## config.mk

```make
export PLATFORM = sky130hd
export DESIGN_NAME = imem_responder
export DESIGN_NICKNAME = d
export VERILOG_FILES = /design/src/rtl/imem_responder.sv
export SDC_FILE = /design/constraint.sdc
export NUM_CORES = 2
export LEC_CHECK = 0
export CAP_MARGIN = 10
export CORE_MARGIN = 2
export CORE_UTILIZATION = 43
export DETAILED_ROUTE_END_ITERATION = 10
export GPL_TIMING_DRIVEN = 1
export PLACE_DENSITY_LB_ADDON = 0.15
export SLEW_MARGIN = 5
export SYNTH_ARGS = -nofsm -noshare
export SYNTH_HDL_FRONTEND = slang
export SYNTH_MEMORY_MAX_BITS = 65536
export SYNTH_SLANG_ARGS = --single-unit
```

## constraint.sdc

```tcl
create_clock -name clk -period 13.13 [get_ports clk]
set_input_delay 3.2825 -clock clk [delete_from_list [all_inputs] [get_ports clk]]
set_output_delay 3.2825 -clock clk [all_outputs]
set_load 0.1 [all_outputs]
```

## src/rtl/imem_responder.sv

```systemverilog
// -----------------------------------------------------------------------------
// imem_responder
//
// Memory-side end of the instruction-fetch interface. Holds a DEPTH x 64-bit
// word array and serves a byte-addressed read every cycle through a read
// pipeline of LATENCY stages. A host load port writes the program image. After
// reset, a clear sequencer fills every word with the stall word
// {STALL_INSTRUCTION, 32'h0} before any read or load is served.
//
// Optional feature (compile-time macro IMEM_WRITE_BYPASS_EN):
//   If defined, a read sampled in the same cycle as an accepted in-range load
//   to the same word returns that load's data. If undefined, the read returns
//   the pre-write contents.
//
// Ports:
//   clk            in   clock, all state updates on the rising edge
//   rst            in   synchronous active-high reset
//   mem_address    in   fetch byte address, sampled every cycle
//   mem_read_data  out  read word, instruction in bits [0:31]
//   mem_read_valid out  mem_read_data matches the address sampled LATENCY
//                       cycles earlier
//   ready          out  high once the clear sequence has completed
//   load_valid     in   host write request
//   load_address   in   host byte address
//   load_data      in   host write word
//   load_ready     out  write accepted when load_valid && load_ready
//   load_error     out  sticky out-of-range-load flag, cleared only by rst
// -----------------------------------------------------------------------------
module imem_responder #(
  parameter int          DEPTH             = 64,
  parameter int          ADDR_W            = 9,
  parameter int          LATENCY           = 1,
  parameter logic [0:31] STALL_INSTRUCTION = 32'h0000_0013
) (
  input  logic              clk,
  input  logic              rst,
  input  logic [0:ADDR_W-1] mem_address,
  output logic [0:63]       mem_read_data,
  output logic              mem_read_valid,
  output logic              ready,
  input  logic              load_valid,
  input  logic [0:ADDR_W-1] load_address,
  input  logic [0:63]       load_data,
  output logic              load_ready,
  output logic              load_error
);

  localparam int IDX_W = ADDR_W - 3;
  localparam int AW    = $clog2(DEPTH);
  // One extra bit so the counter never wraps at the terminal count.
  localparam int CNT_W = AW + 1;

  localparam logic [0:0] ST_CLEAR = 1'b0;
  localparam logic [0:0] ST_SERVE = 1'b1;

  localparam logic [0:63] STALL_WORD = {STALL_INSTRUCTION, 32'h0000_0000};

  // True when a word index addresses an existing array entry.
  function automatic logic in_range(input logic [IDX_W-1:0] idx);
    return (int'(idx) < DEPTH);
  endfunction

  logic [0:63]          mem_r [0:DEPTH-1];
  logic [0:0]           state_r;
  logic [0:0]           state_nxt_s;
  logic [CNT_W-1:0]     clr_cnt_r;

  logic [IDX_W-1:0]     rd_idx_s;
  logic [IDX_W-1:0]     ld_idx_s;
  logic                 rd_in_range_s;
  logic                 ld_in_range_s;
  logic                 ld_accept_s;

  logic                 wr_en_s;
  logic [AW-1:0]        wr_addr_s;
  logic [0:63]          wr_data_s;

  logic                 rd_valid_s;
  logic [0:63]          rd_word_s;

  logic [0:63]          pipe_data_r [0:LATENCY-1];
  logic [LATENCY-1:0]   pipe_valid_r;

  // The byte offset within a word never affects which word is read or written.
  logic                 unused_offset_bits_s;
  assign unused_offset_bits_s = ^{mem_address[ADDR_W-3:ADDR_W-1],
                                  load_address[ADDR_W-3:ADDR_W-1]};

  // Address decode: drop the low three bits to get the word index.
  always_comb begin
    rd_idx_s      = mem_address[0:ADDR_W-4];
    ld_idx_s      = load_address[0:ADDR_W-4];
    rd_in_range_s = in_range(rd_idx_s);
    ld_in_range_s = in_range(ld_idx_s);
    ld_accept_s   = load_valid && load_ready;
  end

  // FSM next state and array write-port select (clear sequencer vs host load).
  always_comb begin
    state_nxt_s = state_r;
    wr_en_s     = 1'b0;
    wr_addr_s   = '0;
    wr_data_s   = STALL_WORD;
    case (state_r)
      ST_CLEAR: begin
        wr_en_s   = 1'b1;
        wr_addr_s = clr_cnt_r[AW-1:0];
        wr_data_s = STALL_WORD;
        if (clr_cnt_r == CNT_W'(DEPTH - 1)) begin
          state_nxt_s = ST_SERVE;
        end else begin
          state_nxt_s = ST_CLEAR;
        end
      end
      ST_SERVE: begin
        state_nxt_s = ST_SERVE;
        if (ld_accept_s && ld_in_range_s) begin
          wr_en_s   = 1'b1;
          wr_addr_s = ld_idx_s[AW-1:0];
          wr_data_s = load_data;
        end else begin
          wr_en_s   = 1'b0;
        end
      end
      default: begin
        state_nxt_s = ST_CLEAR;
      end
    endcase
  end

  // Read-word selection for the first pipeline stage.
  always_comb begin
    rd_valid_s = (state_r == ST_SERVE);
    if (!rd_in_range_s) begin
      rd_word_s = STALL_WORD;
`ifdef IMEM_WRITE_BYPASS_EN
    end else if (ld_accept_s && ld_in_range_s && (ld_idx_s == rd_idx_s)) begin
      // Forward the word being written this cycle instead of the stale entry.
      rd_word_s = load_data;
`endif
    end else begin
      rd_word_s = mem_r[rd_idx_s[AW-1:0]];
    end
  end

  // Control state: FSM, clear counter, status flags.
  always_ff @(posedge clk) begin
    if (rst) begin
      state_r    <= ST_CLEAR;
      clr_cnt_r  <= '0;
      ready      <= 1'b0;
      load_ready <= 1'b0;
      load_error <= 1'b0;
    end else begin
      state_r    <= state_nxt_s;
      ready      <= (state_nxt_s == ST_SERVE);
      load_ready <= (state_nxt_s == ST_SERVE);
      if (state_r == ST_CLEAR) begin
        clr_cnt_r <= clr_cnt_r + CNT_W'(1);
      end else begin
        clr_cnt_r <= clr_cnt_r;
      end
      if (ld_accept_s && !ld_in_range_s) begin
        load_error <= 1'b1;
      end else begin
        load_error <= load_error;
      end
    end
  end

  // Storage array write port; contents are initialised by the clear sequence.
  always_ff @(posedge clk) begin
    if (wr_en_s && !rst) begin
      mem_r[wr_addr_s] <= wr_data_s;
    end
  end

  // Read pipeline: data stages only advance on valid, so the output word
  // holds its last value while valid is low.
  always_ff @(posedge clk) begin
    if (rst) begin
      pipe_valid_r <= '0;
      for (int i = 0; i < LATENCY; i++) begin
        pipe_data_r[i] <= STALL_WORD;
      end
    end else begin
      pipe_valid_r[0] <= rd_valid_s;
      if (rd_valid_s) begin
        pipe_data_r[0] <= rd_word_s;
      end
      for (int i = 1; i < LATENCY; i++) begin
        pipe_valid_r[i] <= pipe_valid_r[i-1];
        if (pipe_valid_r[i-1]) begin
          pipe_data_r[i] <= pipe_data_r[i-1];
        end
      end
    end
  end

  assign mem_read_data  = pipe_data_r[LATENCY-1];
  assign mem_read_valid = pipe_valid_r[LATENCY-1];

endmodule

```

== Word-level counts from Yosys, hierarchy flattened ==
Memory sizes are Yosys's and may differ from the RTL's.
Index checks and enable logic that the tools add are counted.
Word-level totals
  bits in registers: 9
  memory bits (writable): 4160
  memories kept: 2
Memories
  mem_r: words 64, bits a word 64, rd ports 1, clocked after memory_dff 0, write ports 1, line 63  | logic [0:63] mem_r [0:DEPTH-1];
  pipe_data_r: words 1, bits a word 64, rd ports 1, clocked after memory_dff 0, write ports 1, line 81  | logic [0:63] pipe_data_r [0:LATENCY-1];
Operators by class
  add/sub/neg operators: 1
  equality and inequality tests: 1
  mux-type cells: 17
  bitwise gates (word level): 1
  reductions and logical operators: 4
Operators with widths (count)
  $mux 64: 2
  $pmux 64 s2: 1
  $reduce_or 64->1: 1
  $pmux 6 s2: 1
  $mux 1: 10
  $add 7x1->7 const B: 1
  $eq 7x6->1 const B: 1
  $mux 6: 1
  $pmux 1 s2: 2
  $logic_and 1x1->1: 2
  $logic_not 1->1: 1
  $not 1->1: 1

== Depth between registers and ports, before layout ==
  word-level depth: 6
  mapped depth: 10

== Worst setup path after synthesis ==
Ideal clock, no wire load.
  path type: input -> register
  start point: input port load_valid
  end point: memory mem_r[0][0] (netlist bit), enable pin
  setup time: 487 ps
  data arrival time: 6979 ps
  required time: 12643 ps
  setup slack: 5665 ps
  stages: 5
  buffers on the path: 1
  cells stage by stage: and2_1 -> clkbuf_1 -> a21oi_1 -> nand3_1 -> nor2_1
On the way
  longest elaborated chain between the ends: 6
  elaborated cells on any way between the ends: 8
  those cells by class: 6 x mux; 2 x reduce/logical
RTL lines
  from (decl): line 41  | input logic load_valid,
  $logic_and 1x1->1 *: line 95  | ld_accept_s = load_valid && load_ready;
  $mux 1: line 117  | if (ld_accept_s && ld_in_range_s) begin
  $pmux 1 s2: line 104  | case (state_r)
  $logic_and 1x1->1: line 173  | if (wr_en_s && !rst) begin
  $mux 1: line 173
  $mux 1 (not written as such): line 174  | mem_r[wr_addr_s] <= wr_data_s;
  to (decl): line 63
Mark *: on every way between the ends. The rest lies on a longest branch, timed or not.

== Worst setup path after layout ==
  start point: input port load_valid
  end point: memory mem_r[6][13] (netlist bit), enable pin
Same word-level chain as after synthesis.

==> flow_summary.toml <==
[worst_setup_path]
path_class = "in -> reg"
worst_setup_path_end_kind = "register"
worstPathRequired_ps = 13720
r2r_setup_slack_ps = 7780
arrival_ps = 7930
path_max_fanout = 33
start_kind = "input port"

[pwr]
ir_worst_vdd_mv = 0.110
p_leak_uw = 0.0633
p_per_area_nw_per_um2 = 152

[yosys]
yosysTopAreaCell = "edfxtp_1"
synthDistinctLibCells = 57
muxShareOfSynthArea_pct = 15.1
synthTopCellsByArea = "edfxtp_1 (79%), mux4_2 (12%), mux2i_1 (2.8%), o22ai_1 (0.74%), nor2_1 (0.59%)"
synth_xor_area_share_pct = 0.0220
syn_inst = 7181
synth_top_family_by_area = "multiplexers"
synth_compound_area_share_pct = 2.82
ys_warn_count = 0
async_flop_share_pct = 0
synth_area_sq_um = 159000
synthSimpleGateAreaFrac_pct = 1.95
synth.top_cells.by_count = "edfxtp_1 (4160), mux4_2 (870), mux2i_1 (438)"
yosysSeqAreaShare_pct = 78.7
yosys_register_bits = 4169
synthMostInstantiatedCell = "edfxtp_1"
avgSynthCellArea_sq_um = 22.1
synth_edf_count = 4160
synth_top_flop_cell = "edfxtp_1"
synth.top_cell.area_share_pct = 78.6
synth_fa_ha_area_share_pct = 0.00787
syn-num-nets = 7267

[cts]
root_buffer = "clkbuf_16"
cts_buffers = 436
insertion_delay_ps = 980
holdBufCountCts = 0
postCtsSetupBuffers = 0
htree_num_levels = 5
cts_buffer_depth = 4
cts.sinks = 4169
ctsResizeCount = 0
cts_tree = "built"
clkSlewWorstSetupHoldPaths_ps = 60

[sta]
skew_ps = 56.9
fmax_ghz = 0.136
setup_viol = 0
min_period_ps = 7340
worstMarginPinSlew_ps = 1260
grt_setup_unrepaired = "no"
setup_ws_ps = 5790
finalHoldViolCount = 0
relSlewSlack_pct = 15.9
drv_slew = 0
fin_setup_tns_ps = 0
period_share_pct = 55.9

[die]
num_rows = 223
initial_utilization_pct = 43.1
die_y_um = 612
core_area_sq_um = 368000
die-area_sq_um = 374000
die_w_um = 612
io_pins = 153

[route]
drt_iter0_drc = 10810
drc_errors = 0
vias = 79902
drt_pass1_iterations = 6
ant_nets = 0
wl_per_cell_um = 38.2
viasPerCell = 6.23
routed_wirelength_um = 490000

[layout]
fin_nets = 7670
nFillCells = 29739
drive_gt1_share_pct = 23.4
area_delta_synth_final_pct = 13.9

[global_routing]
antenna_found_initial = 29
grt_pass1_vias = 79689
gr-total-overflow = 0
grt_use_total_pct = 26.0
grt_first_pass_wirelength_um = 668000
grt_max_degree = 110

[placed_design]
place_ws_ps = 4840
dpl.hpwl_um = 256000
gp_congestion = 0.779
portBuffers = 145

[worst_hold_path]
min_path_type = "reg -> reg"

[run]
cap_violations = 0

[status]
status = "completed"
==> where the power goes <==
group          internal [uW]  leakage, uW  total, uW  switching, uW
registers              14500       0.0438      14500           15.2
clock network           7010      0.00680      12100           5120
logic                    353       0.0127        974            621
==> cells by family after synthesis <==
logic type | after synthesis
DFF | 4169
other | 1
AOI/OAI and AO/OA | 640
adders and majority gates | 1
buffers and inverters | 425
xor gates and xnor gates | 4
and+or+nand+nor | 632
muxes | 1309
==> worst paths after layout <==
| check | from | to | depth (start not counted) |
|---|---|---|---|
| worst max-delay path | load_valid | mem_r[6][13]$_DFFE_PP_ | 7 |
| worst min-delay path | clr_cnt_r[6]$_SDFFE_PP0N_ | clr_cnt_r[6]$_SDFFE_PP0N_ | 2 |
| worst max register to register | rd_valid_s$_SDFF_PP0_ | mem_r[6][13]$_DFFE_PP_ | 6 |
| worst min register to register | clr_cnt_r[6]$_SDFFE_PP0N_ | clr_cnt_r[6]$_SDFFE_PP0N_ | 2 |
==> through the flow <==
step	power [uW]	util, %	cells	area, sq um	hold WS (ps)
after floorplan	15400	-	7181	159000	459
after global placement	15700	45.3	11972	167000	499
after detailed placement	15700	45.3	11972	167000	490
after CTS	27800	49.1	12776	181000	498
after global routing	28300	49.2	12814	181000	504
final	27600	49.2	12819	181000	504
==> layout by cell type (no fill, tap or decap), types with 8 or more instances in the layout <==
cell type        synthesis  final
a211oi_1               119    119
a21oi_1                 31     31
a22oi_1                 62     62
and2_1                  53     52
and3_2                   0     58
buf_12                   0     26
buf_4                   73    215
bufinv_16                0     42
clkbuf_1               172     99
clkbuf_16                0    445
clkdlybuf4s50_1          0    137
clkinv_1                 0    117
clkinv_2                 0     78
dfxtp_1                  9      8
diode_2                  0     32
edfxtp_1              4160   4160
inv_6                    0      8
mux2i_1                438    438
mux4_2                 870    870
nand2_1                 38     33
nand3_1                 11     11
nand4_1                 11     11
nor2_1                 248    182
nor2_4                   0     66
nor2b_1                 30     28
nor3_1                 107    107
nor4_1                  42     42
o211ai_1                41     41
o21ai_0                 59     59
o221ai_1                39     39
o22a_1                  59     59
o22ai_1                188    188
==> final cells by class <==
type,count,area [sq um],share of cell area [%]
Antenna cell,32,80.1,0.0442
Clock buffer,545,11500,6.36
Clock inverter,259,2350,1.30
Inverter,6,25.0,0.0138
Multi-Input combinational cell,2587,32300,17.8
Sequential cell,4169,125000,69.1
Tap cell,4837,6050,3.34
Timing Repair Buffer,384,3610,2.00
==> registers in the layout, summed over array words and instances (netlist names) <==
register        flops
clr_cnt_r           7
mem_read_valid      1
pipe_data_r        64
mem_r            4096
rd_valid_s          1
==> critical path, cell delays in order <==
cell,delay [ps]
buf_4,200
and2_1,390
a21oi_1,600
nand3_1,760
nor2_4,1090
buf_4,840
buf_4,590
==> routing by layer <==
| layer | GRT usage, % | vias to the layer above | part of all wire [%] |
|---|---|---|---|
| met4 | 8.43 | 6 | 3.5 |
| met2 | 42.9 | 3727 | 49 |
| met5 | 0 | - | 0.012 |
| met3 | 2.92 | 729 | 7.3 |
| li1 | - | 31340 | - |
| met1 | 36.4 | 44100 | 40 |
No activity file was read; power rests on OpenSTA's default activity.
